`config.mk`:
```
export PLATFORM = sky130hd
export DESIGN_NAME = err_compute_seq
export DESIGN_NICKNAME = d
export VERILOG_FILES = /design/src/rtl/err_compute_seq.sv
export SDC_FILE = /design/constraint.sdc
export NUM_CORES = 1
export LEC_CHECK = 0
export BUFFER_PORTS_ARGS = -buffer_cell sky130_fd_sc_hd__buf_2
export CAP_MARGIN = 20
export CORE_AREA = 2 2 117 119
export CTS_CLUSTER_SIZE = 12
export DETAILED_ROUTE_END_ITERATION = 8
export DIE_AREA = 0 0 119 121
export PLACE_DENSITY = 0.93
export RECOVER_POWER = 100
export SLEW_MARGIN = 10
export SYNTH_ARGS = -nofsm -noshare
export SYNTH_HDL_FRONTEND = slang
export SYNTH_SLANG_ARGS = --single-unit
export TNS_END_PERCENT = 50
```
`constraint.sdc`:
```
create_clock -name clk -period 11.58 [get_ports clk]
set_input_delay 0.579 -clock clk [delete_from_list [all_inputs] [get_ports clk]]
set_output_delay 0.579 -clock clk [all_outputs]
set_load 0.05 [all_outputs]
```
`src/rtl/err_compute_seq.sv`:
```
// err_compute_seq: steps through NUM_CH IR readings and accumulates a saturating signed weighted line-position error.
// Optional ERR_COMPUTE_FILT_EN averages each new result with the previous one.
module err_compute_seq #(
  parameter int NUM_CH = 8,
  parameter int IR_W = 12,
  parameter int ACC_W = 16
) (
  input  logic                          clk,
  input  logic                          rst_n,
  input  logic                          IR_vld,
  input  logic [NUM_CH*IR_W-1:0]        ir_data,
  input  logic [NUM_CH-1:0]             ch_en,
  output logic [$clog2(NUM_CH)-1:0]     sel,
  output logic                          busy,
  output logic signed [ACC_W-1:0]       error,
  output logic                          err_vld,
  output logic                          ovr
);
  localparam int SEL_W = $clog2(NUM_CH);
  localparam int SW = ACC_W + NUM_CH/2 + 2;
  localparam logic signed [SW-1:0] SMAX = SW'(2**(ACC_W-1) - 1);
  localparam logic signed [SW-1:0] SMIN = -SW'(2**(ACC_W-1));
  typedef enum logic [1:0] {IDLE, ACCUM, DONE} state_t;
  state_t state, state_nxt;
  logic [NUM_CH*IR_W-1:0] data_q;
  logic [NUM_CH-1:0] en_q;
  logic signed [ACC_W-1:0] acc, sum_sat, err_nxt;
  logic signed [ACC_W:0] avg;
  logic signed [SW-1:0] mag, sum;
  logic [IR_W-1:0] rd;
  logic accept, last;
  assign accept = IR_vld && state != ACCUM;
  assign last = sel == SEL_W'(NUM_CH-1);
  assign busy = state == ACCUM;
  assign err_vld = state == DONE;
  // even channels pull left (+), odd channels pull right (-), weighted by pair index
  always_comb begin
    rd = data_q[sel*IR_W +: IR_W];
    mag = en_q[sel] ? (SW'(rd) <<< (sel >> 1)) : '0;
    sum = sel[0] ? SW'(acc) - mag : SW'(acc) + mag;
    sum_sat = sum > SMAX ? SMAX[ACC_W-1:0] : sum < SMIN ? SMIN[ACC_W-1:0] : sum[ACC_W-1:0];
    avg = {error[ACC_W-1], error} + {sum_sat[ACC_W-1], sum_sat};
`ifdef ERR_COMPUTE_FILT_EN
    err_nxt = avg[ACC_W:1];
`else
    err_nxt = sum_sat;
`endif
    state_nxt = accept ? ACCUM : state == ACCUM ? (last ? DONE : ACCUM) : IDLE;
  end
  always_ff @(posedge clk or negedge rst_n)
    if (!rst_n) begin
      state <= IDLE;
      sel <= '0;
      acc <= '0;
      error <= '0;
      ovr <= 1'b0;
      data_q <= '0;
      en_q <= '0;
    end else begin
      state <= state_nxt;
      if (accept) begin
        data_q <= ir_data;
        en_q <= ch_en;
        acc <= '0;
        sel <= '0;
        ovr <= 1'b0;
      end else if (state == ACCUM) begin
        acc <= sum_sat;
        sel <= last ? sel : sel + 1'b1;
        if (last) error <= err_nxt;
        if (IR_vld) ovr <= 1'b1;
      end
    end
endmodule

```
==> results of run 1 <==
-- placed cells by master, fill, tap and decap left out, types with 4 or more instances in the layout --
cell type,count
a21oi_1,32
nor2_1,34
o211ai_1,16
mux4_2,22
nand4_1,6
ha_1,24
nand3_1,9
a221o_1,14
a21o_1,10
dfrtp_1,141
o21a_1,8
mux2i_1,15
and2_1,6
xnor2_1,20
xor2_1,10
buf_2,107
o21ai_0,14
clkbuf_1,27
nor2b_1,6
nand2b_1,9
inv_1,11
and3_1,6
clkbuf_16,17
mux2_1,6
nor3_1,4
o21ai_1,11
bufinv_16,4
mux2_2,102
nand2_1,50
-- state kept, by name (all words and copies together), names as in the netlist --
signal and flops:
data_q 96, acc 16, error 16, en_q 8
sel 3, state 2, ovr 1
-- worst min path at each step --
stage,endpoint,depth (start not counted)
3_5_place_dp,error[1],2
2_1_floorplan,acc[0],0
3_3_place_gp,error[1],2
4_1_cts,error[3],1
5_1_grt,data_q[22],2
6_report,data_q[22],2
-- per-stage QoR --
stage / hold WS, ps / cell area, um^2 / utilization, %
after global routing: 376 / 9280 / 70.9
after global placement: 462 / 8710 / 66.6
after CTS: 118 / 9330 / 71.3
after floorplan: 283 / 7950 / -
final: 376 / 9280 / 70.9
after detailed placement: 472 / 8710 / 66.6
-- routing by layer --
metal | global-route usage, % | wire length, um | vias up
met1 | 36.3 | 8100 | 3111
met5 | 0 | 0 | -
met4 | 14.7 | 1010 | 0
met3 | 8.18 | 1690 | 95
met2 | 51.9 | 10900 | 361
li1 | - | - | 2779
-- cell families (layout without fill, tap and decap cells) --
group	count (synthesis)	after routing	synth area share [%]
fa+ha+maj	25	25	4.03
flops	142	142	44.7
xor+xnor	30	30	3.30
compound gates	144	144	12.7
buf+inv	48	179	2.74
mux	145	145	23.4
simple gates	147	147	9.08
-- worst max-delay path, delay by kind of cell, from the launching register on --
family / cells / cell delay [ps]
multiplexers: 1 / 450
buffers and inverters: 3 / 3350
AO/OA/AOI/OAI: 6 / 1210
XOR/XNOR: 1 / 260
adder cells (fa/ha/maj): 1 / 350
flip-flops: 1 / 330
AND/OR/NAND/NOR: 8 / 2310
-- cell type report --
class                           count  area, um^2
Clock buffer                       20         457
Clock inverter                      9         160
Fill cell                         870        3810
Inverter                           14        52.6
Multi-Input combinational cell    491        4180
Sequential cell                   142        3550
Tap cell                          176         220
Timing Repair Buffer              136         656
==> flow_summary.yaml, run 1 <==
synth:
  syn_nets: 813
  netlist_area_mm2: 0.00795
  syn_area_per_cell_um2: 11.7
  async_reset_ff_share_pct: 100
  yosysTopAreaCellShare_pct: 44.7
  ys_top_cells_by_area: "dfrtp_1 45%, mux2_2 15%, mux4_2 6.2%"
  syn_inst: 681
  post-synth-top-area-cell: "dfrtp_1"
  synth_edf_count: 0
  ys_ff_latch: 142
  ys.flop_type: "dfrtp_1"
  synthMostInstantiatedCell: "dfrtp_1"
  synthDistinctLibCells: 68
  ys_seq_area_share_pct: 44.7
  netlist_top_cells_count: "142 x dfrtp_1, 108 x mux2_2, 50 x nand2_1"
  ys_warn_count: 0
timing:
  period_needed_ps: 8330
  finalMaxSlewViolations: 294
  tns_ps: 0
  worst_slack_ps: 3250
  post-route-period-util_pct: 71.9
  fmaxAchievable_mhz: 120
  worst_pin_slew_ps: 3700
  fin_skew_ps: 10.1
  hold_viol: 0
  grt_setup_unrepaired: "false"
  relSlewSlack_pct: -147
  setup_viol: 0
setup_path:
  crit_start: "sel[0]"
  end_kind: "flip-flop"
  rr_worst_depth: 20
  crit_slowest_cell: "clkbuf_1"
  worst-r2r-setup-slack_ps: 3250
  cp-start-kind: "flip-flop"
  crit_fanout: 57
  crit_type: "flip-flop to flip-flop"
  critical_path.endpoint: "acc[3]"
  rr_startpoint: "sel[0]"
  cpPeakStageDelay_ps: 2350
  r2r_end: "acc[3]"
  cp_cell_sequence: "clkbuf_1 -> inv_1 -> mux4_2 -> o21ai_0 -> or2_2 -> nor3b_2 -> and2_0 -> nor2_1 -> xor2_1 -> ha_1 -> and2_0 -> and3_1 -> o311a_1 -> a21oi_1 -> or3b_2 -> o21ai_0 -> nor4bb_1 -> buf_4 -> o21a_1 -> a221o_1"
  cp.arrival_ps: 8690
  required_ps: 11940
global_route:
  track_usage_pct: 30.6
  grt.overflow.total: 0
  grt_pass1_vias: 6504
  antenna_found_initial: 0
  grt_max_degree: 87
  grt_pass1_wl_um: 34100
clock_tree:
  cts_setup_buffers: 0
  clock-sinks: 142
  root_buffer: "clkbuf_16"
  clockBufferDepth: 2
  htree_num_levels: 4
  cts_hold_buf: 0
  clock_latency_ps: 430
  cts_resized: 0
  cts_tree: "built"
  clkTransAtPathRegs_ps: 60
  cts_made_buffers: 17
route:
  first_pass_iters: 6
  ant_nets: 0
  wl_per_cell_um: 21.9
  routed_via_density: 6.42
  drt_iter0_drc: 668
  wirelength_um: 21700
  drc: 0
  vias: 6346
run:
  cap_violations: 5
outcome:
  violations: "capacitance limit, slew limit"
  status: "complete, but fails checks"
floorplan:
  coreArea_mm2: 0.0131
  die_h_um: 121
  start_util_pct: 60.8
  fp.dieW_um: 119
  io_pins: 129
  rows: 42
  die-area_mm2: 0.0144
place:
  port_buffers: 128
  place_congestion: 0.970
  dp_hpwl_um: 14500
  dp.cells: 958
  post-place-ws_ps: 5600
layout:
  syn_to_final_growth_pct: 16.7
  drive_gt1_share_pct: 33.5
  nNetsFinal: 934
  antenna-diode-count: 0
  fin_cells: 988
hold_path:
  holdCritStartpoint: "ir_data[22]"
  min_path_type: "input pin to flip-flop"
Power of run 1 is not shown: default switching activity piles up to over one toggle a cycle in this logic, so the estimate is an artifact.
==> run 2: changes to the inputs <==
CORE_AREA = 2 2 122 124   (was 2 2 117 119)
DIE_AREA = 0 0 124 126   (was 0 0 119 121)
PLACE_DENSITY = 0.87   (was 0.93)
clock period = 7.75 ns   (was 11.58 ns; I/O delays follow)
==> flow_summary.yaml, run 2 (synthesized netlist as in run 1, its figures left out) <==
outcome:
  status: "complete, but fails checks"
  violations: "capacitance limit, slew limit"
layout:
  fillers: 1077
  antenna-diode-count: 0
  largest-register: "data_q"
  top_regs: "data_q x96, acc x16, error x16"
  syn_to_final_growth_pct: 16.4
  nNetsFinal: 935
  largest_reg_flops: 96
  multi_input_comb_area_mm2: 0.00418
  seqCellArea_mm2: 0.00355
  drive_gt1_share_pct: 33.9
  mostFrequentLayoutCells: "142 x dfrtp_1, 106 x buf_2, 103 x mux2_2"
  layout_commonest_cell: "dfrtp_1"
global_route:
  antenna_found_initial: 1
  grt_pass1_vias: 6112
  track_usage_pct: 26.3
  grt_max_degree: 88
  grt.overflow.total: 0
  grt_pass1_wl_um: 31300
setup_path:
  cp.arrival_ps: 6810
  crit_fanout: 26
  crit_type: "flip-flop to flip-flop"
  end_kind: "flip-flop"
  cp-start-kind: "flip-flop"
  required_ps: 8050
route:
  drc: 0
  routed_via_density: 5.97
  wl_per_cell_um: 19.3
  first_pass_iters: 5
  drt_iter0_drc: 436
  ant_nets: 0
  vias: 5969
  wirelength_um: 19300
floorplan:
  start_util_pct: 55.5
  die-area_mm2: 0.0156
  fp.dieW_um: 124
  coreArea_mm2: 0.0143
  die_h_um: 126
  rows: 44
  io_pins: 129
clock_tree:
  clkTransAtPathRegs_ps: 60
  root_buffer: "clkbuf_16"
  cts_setup_buffers: 0
  cts_resized: 0
  cts_tree: "built"
  clockBufferDepth: 2
  clock-sinks: 142
  htree_num_levels: 4
  cts_made_buffers: 17
  clock_latency_ps: 430
hold_path:
  min_path_type: "input pin to flip-flop"
place:
  place_congestion: 0.952
  port_buffers: 128
  dp_hpwl_um: 13900
timing:
  hold_viol: 0
  period_needed_ps: 6510
  post-route-period-util_pct: 84.1
  fmaxAchievable_mhz: 154
  worst_pin_slew_ps: 4510
  tns_ps: 0
  setup_viol: 0
  finalMaxSlewViolations: 233
  relSlewSlack_pct: -201
  grt_setup_unrepaired: "false"
  fin_skew_ps: 9.35
  hold_slack_ps: 189
run:
  cap_violations: 3
[run 2: area by class of cell]
type	instances	area share [%]
clock buffers	19	4.68
clock inverters	13	1.39
inverters	14	0.568
multi-input cells	491	45.2
flip-flops and latches	142	38.4
well taps	184	2.49
repair buffers	137	7.31
[run 2: worst paths after layout]
check	startpoint	endpoint	slack (ps)	depth (start not counted)
worst max-delay path	sel[0]	acc[10]	1240	20
worst min-delay path	ir_data[41]	data_q[41]	190	2
worst max register to register	sel[0]	acc[10]	1240	20
worst min register to register	error[1]	error[1]	490	2
max in group asynchronous	rst_n	data_q[85]	2890	3
min in group asynchronous	rst_n	acc[11]	1680	2
[run 2: critical path, cell delays in order (launching register included)]
cell and delay [ps]:
dfrtp_1 1020, buf_4 430, mux4_2 530, or2_0 230
o32ai_1 170, a21oi_1 110, nor3b_1 320, nor2b_1 270
and2_0 240, nor2_1 70, xor2_1 150, ha_1 330
and2_0 230, and3_1 230, o311a_1 150, a211o_1 310
xor2_1 160, nor4b_1 350, o2111ai_1 300, and3_1 420
a221o_1 350
[run 2: metrics by stage]
step           setup WS (ps)  cell area (um^2)  util [%]  cells
3_5_place_dp            1690              8730      61.0    967
4_1_cts                 1650              9300      65.0   1000
3_3_place_gp            1840              8730      61.0    967
2_1_floorplan           2310              7950         -    681
5_1_grt                  689              9250      64.7   1000
6_report                1240              9250      64.7   1000
[run 2: layer usage]
| layer | part of all wire, % | vias up | GRT usage [%] |
|---|---|---|---|
| met1 | 41 | 2896 | 33.5 |
| met3 | 6.6 | 47 | 7.29 |
| met4 | 2.9 | 0 | 10.5 |
| li1 | - | 2790 | - |
| met5 | 0 | - | 0 |
| met2 | 50 | 236 | 42.6 |
[run 2: timing repair]
item | in CTS | in global routing
endpoints found under the hold margin | 65 | 0
endpoints found under the setup margin | 0 | 0
hold buffers | 1 | 0
Power of run 2 is left out for the same reason.
